**src/rtl/obstacle_field.sv**
```systemverilog
// obstacle_field
//   Scrolling obstacle playfield for the frogger-style collision checker.
//   Keeps an 8x8 grid: rows 0 and 7 are safe (always zero), rows 1-6 are
//   traffic lanes. Lanes shift on a divided "scroll tick". Fast lanes
//   (1,3,5) move every tick and slow lanes (2,4,6) move every other tick.
//   New cells enter each lane from a 16-bit Fibonacci LFSR
//   (x^16+x^14+x^13+x^11+1, shifting left, feedback into bit 0).
//
// Optional feature (compile-time macro OBS_GAP_EN):
//   Each lane keeps a 2-bit history of its last inserted bits and suppresses
//   a third consecutive obstacle, so every lane stays passable.
//
// Parameters:
//   TICK_DIV   clock cycles per scroll tick (>= 2)
//   LFSR_SEED  nonzero LFSR value loaded on reset
//
// Ports:
//   clk        system clock
//   reset      asynchronous active-high reset
//   enable     1 = scroll; 0 = freeze field and divider
//   resetGame  synchronous clear of the field (LFSR keeps running state)
//   obsMove    registered grid, obsMove[r][c] = 1 -> obstacle in that cell
//   step       one-cycle pulse in the cycle obsMove shows a new scroll
module obstacle_field #(
  parameter int unsigned TICK_DIV  = 16,
  parameter logic [15:0] LFSR_SEED = 16'hACE1
) (
  input  logic            clk,
  input  logic            reset,
  input  logic            enable,
  input  logic            resetGame,
  output logic [7:0][7:0] obsMove,
  output logic            step
);

  localparam int unsigned   CW       = $clog2(TICK_DIV);
  localparam logic [CW-1:0] CNT_LAST = CW'(TICK_DIV - 1);

  logic [CW-1:0]   cnt_q,   cnt_d;
  logic            phase_q, phase_d;
  logic [15:0]     lfsr_q,  lfsr_d;
  logic [7:0][7:0] grid_q,  grid_d;
  logic            step_q,  step_d;
`ifdef OBS_GAP_EN
  logic [6:1][1:0] hist_q,  hist_d;
`endif

  logic        tick;
  logic        lfsr_fb;
  logic [15:0] lfsr_adv;

  assign tick     = enable && (cnt_q == CNT_LAST);
  assign lfsr_fb  = lfsr_q[15] ^ lfsr_q[13] ^ lfsr_q[12] ^ lfsr_q[10];
  // An all-zero LFSR would stick forever; reload the seed instead.
  assign lfsr_adv = (lfsr_q == '0) ? LFSR_SEED : {lfsr_q[14:0], lfsr_fb};

  always_comb begin
    logic ins;
    ins     = 1'b0;
    cnt_d   = cnt_q;
    phase_d = phase_q;
    lfsr_d  = lfsr_q;
    grid_d  = grid_q;
    step_d  = 1'b0;
`ifdef OBS_GAP_EN
    hist_d  = hist_q;
`endif
    if (resetGame) begin
      // Collision clear wins over a coincident tick; LFSR is left running.
      cnt_d   = '0;
      phase_d = 1'b0;
      grid_d  = '0;
`ifdef OBS_GAP_EN
      hist_d  = '0;
`endif
    end else if (enable) begin
      if (tick) begin
        cnt_d   = '0;
        phase_d = ~phase_q;
        step_d  = 1'b1;
        lfsr_d  = lfsr_adv;
        for (int unsigned r = 1; r <= 6; r++) begin
          // Slow lanes move only when phase (before toggling) is 1.
          if ((r % 2 == 1) || phase_q) begin
            // Insert bit is taken from the pre-advance LFSR.
            ins = lfsr_q[2*r-1];
`ifdef OBS_GAP_EN
            ins       = ins & ~(hist_q[r][1] & hist_q[r][0]);
            hist_d[r] = {hist_q[r][0], ins};
`endif
            if (r % 2 == 1) grid_d[r] = {grid_q[r][6:0], ins};
            else            grid_d[r] = {ins, grid_q[r][7:1]};
          end
        end
      end else begin
        cnt_d = cnt_q + CW'(1);
      end
    end
    grid_d[0] = '0;
    grid_d[7] = '0;
  end

  always_ff @(posedge clk or posedge reset) begin
    if (reset) begin
      cnt_q   <= '0;
      phase_q <= 1'b0;
      lfsr_q  <= LFSR_SEED;
      grid_q  <= '0;
      step_q  <= 1'b0;
`ifdef OBS_GAP_EN
      hist_q  <= '0;
`endif
    end else begin
      cnt_q   <= cnt_d;
      phase_q <= phase_d;
      lfsr_q  <= lfsr_d;
      grid_q  <= grid_d;
      step_q  <= step_d;
`ifdef OBS_GAP_EN
      hist_q  <= hist_d;
`endif
    end
  end

  assign obsMove = grid_q;
  assign step    = step_q;

endmodule

```
**config.mk**
```make
export PLATFORM = sky130hd
export DESIGN_NAME = obstacle_field
export DESIGN_NICKNAME = d
export VERILOG_FILES = /design/src/rtl/obstacle_field.sv
export SDC_FILE = /design/constraint.sdc
export NUM_CORES = 1
export LEC_CHECK = 0
export BUFFER_PORTS_ARGS = -buffer_cell sky130_fd_sc_hd__buf_2
export CAP_MARGIN = 20
export CELL_PAD_IN_SITES_DETAIL_PLACEMENT = 0
export CELL_PAD_IN_SITES_GLOBAL_PLACEMENT = 1
export CORE_MARGIN = 5
export CORE_UTILIZATION = 38
export DETAILED_ROUTE_END_ITERATION = 7
export GPL_ROUTABILITY_DRIVEN = 0
export PLACE_DENSITY_LB_ADDON = 0.1
export SLEW_MARGIN = 20
export SYNTH_ARGS = -nofsm -noshare
export SYNTH_HDL_FRONTEND = slang
export SYNTH_SLANG_ARGS = --single-unit
```
**constraint.sdc**
```tcl
create_clock -name clk -period 1.85 [get_ports clk]
set_input_delay 0.185 -clock clk [delete_from_list [all_inputs] [get_ports clk]]
set_output_delay 0.185 -clock clk [all_outputs]
set_load 0.005 [all_outputs]
```
==> impl_results.md, run 1 <==
* Bufs and invs on worst path at 0
* Max-slew violations at 0
* Total grt overflow at 0
* Max transition margin at approximately three fifths
* RSZ-0062 raised after global routing: no
* Final instance area at between 0.003 and 0.004 mm^2
* Register area share after synthesis at about three fifths
* Number of post-CTS setup repair buffers at 0
* Initial drt markers at 64
* Layout cells sized above 1 at a little under a third
* Most frequent cells in the layout: dfrtp_1, buf_2, a22o_1
* Share of the clock period used by the worst path at approximately 88%
* Total number of vias at 2003
* Crit-path max FO at 24
* DRT antenna net count at 0
* Post-Synthesis Cells at ~230
* First-pass GRT wire length at a little over 10000 um
* Clock buffer depth at 2
* Critical setup path kind: reg -> reg
* CP arrival at 1.91 ns
* Initial core utilization at 39.6%
* Core area at roughly 0.0073 mm^2
* CP endpoint kind: register
* Fin worst setup slack at 0.225 ns
* Cell breakdown of the critical path: ha_1 > and4_4 > nor2_4 > a22o_1
* Setup_tns at 0 ns
* Slew @ Worst Pin at 0.572 ns
* Antenna violations before repair at 0
* Met3 GRT Util at about 3.9%
* Crit path required time at roughly 2.1 ns
* Slowest stage delay, CP at approximately 0.45 ns
* Final hold violations at 0
* Area grow syn2layout at 19.1%
* Synth unique cells at 32
* Post-CTS Hold Buffers at 1
* Die area at around 0.0095 mm^2
* R2R Setup Slk at between 0.2 and 0.25 ns
* # setup viols final at 0
* Min Tclk post-route at 1.62 ns
* Mean post-synth cell area at approximately 13 um^2
* DR DRC count at 0
* CTS Sinks at 70
* Global Route met2 Usage at ~18%
* DR pass1 iterations at 5
* Commonest non-fill, non-tap cell in the layout: dfrtp_1
* CTS tree: built
* Met1 track demand over resource at a little under a fifth
* Final Skew at just over 0.008 ns
* FMAX at between 0.6 and 0.7 GHz
* CTS root buffer: clkbuf_8
* Pre-CTS setup slack at ~0.22 ns
* Synthesized cell area at 0.00290 mm^2
* Die Wd at 97.4 um
* Post-layout net count at 293
* Reg2reg end: obsMove[11]$_DFFE_PP0P_
* Rows at 31
* Cts repair resizes at 0
* Clock latency on the worst-skew pair at about 0.34 ns
* Number of buffers created by CTS at 9
* RR Startpoint: cnt_q[0]$_DFFE_PP0P_
* Hold Path Depth at 3
* WL/cell at 15.1 um
* I/O Pins at a little under 70
* Status: finished clean
* Hold path start: enable
* Pleak at 1.77 nW
* Vias in the first global route at a little under 2000
* Critical path launch point type: register
* Synth Register Bits at 70
* HPWL Detailed at 3870 um
* # H-tree levels at 3
* Drt via density at 5.11
* Largest net degree at the start of global routing at between 40 and 50
* Tot GR Track Use at 13.1%
* Synthesis Warnings at 0
* Max Cap Violations at 0
* Hold Path Sink: cnt_q[1]$_DFFE_PP0P_
* Wirelength, routed at a little under 6000 um
* CP top delay family: simple AND/OR/NAND/NOR gates
* Most Crowded Layer GR: met1
* Clock transition at the registers of the reported paths at roughly 0.080 ns
* Hold Path Class: in -> reg
* PD cells at 861 mW/mm^2
* Slowest CP cell: nor2_4
* Worst vdd ir at around 330 uV
* Die Y-Extent at approximately 97 um
* Worst reg2reg path depth at 4
* N_diodes at 0
* Area after DPL at approximately 0.0032 mm^2
* IO buf count at 52
-- worst reg2reg max path, stage by stage, from the launching register on --
cell and delay [ns]:
dfrtp_1 0.40, ha_1 0.25, and4_4 0.24, nor2_4 0.45, a22o_1 0.23
-- routing by layer --
| metal | up-vias | share of wire (%) |
|---|---|---|
| met3 | 7 | 6.3 |
| met1 | 993 | 49 |
| met4 | 0 | 1.4 |
| li1 | 939 | - |
| met5 | - | 0 |
| met2 | 64 | 43 |
-- cells by family after synthesis --
kind of cell	Yosys count	synth area share, %
AOI/OAI and AO/OA	72	18.3
xor gates and xnor gates	6	1.81
adders and majority gates	1	0.431
buffers and inverters	37	8.20
DFF	70	60.7
muxes	9	3.45
other	1	0.129
and+or+nand+nor	36	6.95
-- state kept, by name, summed over array words and instances (netlist names) --
| signal | cells |
|---|---|
| lfsr_q | 16 |
| phase_q | 1 |
| step | 1 |
| obsMove | 48 |
| cnt_q | 4 |
-- Yosys cell counts, drive strengths merged --
cell type | n | area, um^2
dfrtp | 62 | 1550
a22o | 36 | 315
buf | 30 | 211
a21oi | 15 | 78.8
nand3 | 12 | 60.1
o21ai | 12 | 60.1
nor3 | 10 | 50.1
dfstp | 8 | 210
mux2 | 8 | 90.1
a2bb2oi | 7 | 61.3
clkbuf | 4 | 15.0
nor2 | 4 | 25.0
nor4 | 4 | 25.0
xor2 | 4 | 35.0
inv | 3 | 11.3
nand2 | 3 | 11.3
nand4 | 2 | 18.8
xnor2 | 2 | 17.5
a31oi | 1 | 6.26
and4 | 1 | 11.3
conb | 1 | 3.75
ha | 1 | 12.5
mux2i | 1 | 10.0
o2111ai | 1 | 8.76
-- area by class of cell --
class,count,area (um^2)
clock buffer,10,128
clock inverter,6,86.3
fill,681,3880
inverter,3,15.0
multi-input combinational,140,962
sequential,70,1760
tap,99,124
timing repair buffer,64,378
-- power by group --
group / switching [W] / internal, W
Sequential: 0.00000402 / 0.00153
Combinational: 0.0000705 / 0.0000229
Clock: 0.000585 / 0.000757
Total: 0.000659 / 0.00231
-- stage by stage --
stage / power (W) / hold WS (ns) / util (%) / instances
6_report: 0.00297 / 0.206 / 47.1 / 392
3_3_place_gp: 0.00166 / 0.251 / 44.1 / 375
2_1_floorplan: 0.00166 / 0.351 / - / 247
4_1_cts: 0.00300 / 0.204 / 47.1 / 392
3_5_place_dp: 0.00166 / 0.255 / 44.1 / 375
5_1_grt: 0.00309 / 0.220 / 47.1 / 392
-- worst max path at each step --
stage                                     from                 endpoint  slack, ns  depth (start not counted)
final                     cnt_q[0]$_DFFE_PP0P_  obsMove[11]$_DFFE_PP0P_       0.23                          4
after global routing      cnt_q[0]$_DFFE_PP0P_  obsMove[11]$_DFFE_PP0P_       0.13                          4
after CTS                 cnt_q[0]$_DFFE_PP0P_  obsMove[11]$_DFFE_PP0P_       0.19                          4
after detailed placement  cnt_q[0]$_DFFE_PP0P_  obsMove[11]$_DFFE_PP0P_       0.22                          4
after global placement    cnt_q[0]$_DFFE_PP0P_  obsMove[12]$_DFFE_PP0P_       0.25                          4
after floorplan           cnt_q[0]$_DFFE_PP0P_   lfsr_q[14]$_DFFE_PP0P_       0.36                          5
Power figures use the tool's default switching activity.
==> inputs of run 2 (changes only) <==
CELL_PAD_IN_SITES_DETAIL_PLACEMENT = 1   (was 0)
CELL_PAD_IN_SITES_GLOBAL_PLACEMENT = 2   (was 1)
CORE_UTILIZATION = 31   (was 38)
==> impl_results.md, run 2 (same netlist as run 1, synthesis figures left out) <==
* Status: finished clean
* WL/cell at 16.6 um
* Drt via density at roughly 5
* # setup viols final at 0
* Cell breakdown of the critical path: ha_1 > and4_4 > a21oi_2 > a22o_1
* Internal power at ~0.0023 W
* Clock latency on the worst-skew pair at about 0.35 ns
* CTS tree: built
* RSZ-0062 raised after global routing: no
* Max-slew violations at 0
* Setup_tns at 0 ns
* Number of post-CTS setup repair buffers at 0
* Hold Path Depth at 3
* Die Wd at between 100 and 150 um
* Worst path depth at 4
* Sw frac at 22.7%
* Slew @ Worst Pin at about 0.57 ns
* Die Y-Extent at 107 um
* Share of the clock period used by the worst path at between 90% and 100%
* Slowest CP cell: a21oi_2
* Rows at 35
* First-pass GRT wire length at 11200 um
* # H-tree levels at 3
* Die area at 0.0114 mm^2
* Most frequent cells in the layout: dfrtp_1, buf_2, a22o_1
* CP top delay family: compound AO/OA/AOI/OAI gates
* N_diodes at 0
* Critical path launch point type: register
* Initial drt markers at 61
* Max reg flops at 48
* Wirelength, routed at about 6700 um
* Worst vdd ir at ~290 uV
* Fin worst setup slack at approximately 0.16 ns
* Switching power at around 0.00068 W
* Antenna violations before repair at 0
* Core area at 0.00920 mm^2
* CP arrival at 1.97 ns
* Final instance area at roughly 0.0035 mm^2
* Cts repair resizes at 0
* Reg power frac at between 50% and 60%
* I/O Pins at between 60 and 70
* Largest net degree at the start of global routing at a little over 70
* Initial core utilization at between 30% and 40%
* CP endpoint kind: register
* DR DRC count at 0
* DRT antenna net count at 0
* DR pass1 iterations at 4
* Pleak at between 1.5 and 2 nW
* Clock buffer depth at 2
* Hold Path Class: in -> reg
* Commonest non-fill, non-tap cell in the layout: dfrtp_1
* Min Tclk post-route at 1.69 ns
* Final hold violations at 0
* PD cells at 865 mW/mm^2
* Crit-path max FO at 12
* FMAX at a little under 0.6 GHz
* Max transition margin at about 62%
* Post-layout net count at around 300
* Worst reg2reg path depth at 4
* Total grt overflow at 0
* HPWL Detailed at ~4400 um
* Final Skew at 0.00997 ns
* Combinational Power Share at under 10%
* Layout cells sized above 1 at about a third
* Clock transition at the registers of the reported paths at 0.08 ns
* CTS root buffer: clkbuf_8
* Vias in the first global route at about 2100
* Number of buffers created by CTS at 9
* Area after DPL at 0.00324 mm^2
* Critical setup path kind: reg -> reg
* Area grow syn2layout at 19.4%
* Crit path required time at roughly 2.1 ns
* CTS Sinks at 70
* Bufs and invs on worst path at 0
* Clock Power Share at 45.5%
* Max Cap Violations at 0
* Total number of vias at slightly above 2000
* Slowest stage delay, CP at about 0.47 ns
* Tot GR Track Use at about 12%
* Pre-CTS setup slack at 0.110 ns
* IO buf count at 52
-- run 2: cell types whose count changed in the layout (fill, tap and decap cells not counted), sizes merged --
| cell | delta |
|---|---|
| buf | -1 |
| clkinv | -1 |
| inv | +1 |
-- run 2: final cells by class --
type | count | area [um^2]
Fill cell | 1024 | 5730
Timing Repair Buffer | 63 | 370
Clock inverter | 6 | 86.3
Tap cell | 111 | 139
Multi-Input combinational cell | 140 | 962
Clock buffer | 10 | 128
Sequential cell | 70 | 1760
Inverter | 3 | 15.0
-- run 2: routing by layer --
layer / global-route usage (%) / vias to the layer above / wire [um]
met5: 0 / - / 0
met1: 17.2 / 1025 / 3290
li1: - / 935 / -
met2: 18.9 / 46 / 3030
met3: 2.47 / 9 / 245
met4: 5.75 / 0 / 123
-- run 2: timing repair --
action,CTS,global route
setup endpoints to repair,0,0
hold endpoints to repair,62,0
hold buffers,1,0
-- run 2: worst paths after layout --
kind	endpoint	startpoint	slack [ns]
max	obsMove[21]$_DFFE_PP0P_	cnt_q[0]$_DFFE_PP0P_	0.16
min	cnt_q[1]$_DFFE_PP0P_	enable	0.21
max reg2reg	obsMove[21]$_DFFE_PP0P_	cnt_q[0]$_DFFE_PP0P_	0.16
min reg2reg	obsMove[16]$_DFFE_PP0P_	obsMove[16]$_DFFE_PP0P_	0.50
max in group asynchronous	lfsr_q[0]$_DFFE_PP1P_	reset	1.02
min in group asynchronous	obsMove[20]$_DFFE_PP0P_	reset	0.48
-- run 2: power by group through the flow --
stage                     Combinational [W]  Sequential, W  Clock [W]
after floorplan                   0.0000918        0.00157          0
after global placement            0.0000942        0.00157          0
after detailed placement          0.0000938        0.00157          0
after CTS                         0.0000954        0.00154    0.00141
after global routing               0.000108        0.00154    0.00147
final                             0.0000916        0.00154    0.00136
-- run 2: metrics by stage --
step                      hold WS (ns)  cells  total power (W)  util, %
after floorplan                  0.351    247          0.00166        -
after global placement           0.326    386          0.00166     35.2
after detailed placement         0.327    386          0.00166     35.2
after CTS                        0.194    403          0.00304     37.6
after global routing             0.223    403          0.00312     37.6
final                            0.206    403          0.00299     37.6
-- run 2: worst reg2reg max path: stages (launching register included) --
cell     delay, ns
dfrtp_1       0.41
ha_1          0.25
and4_4        0.26
a21oi_2       0.47
a22o_1        0.24
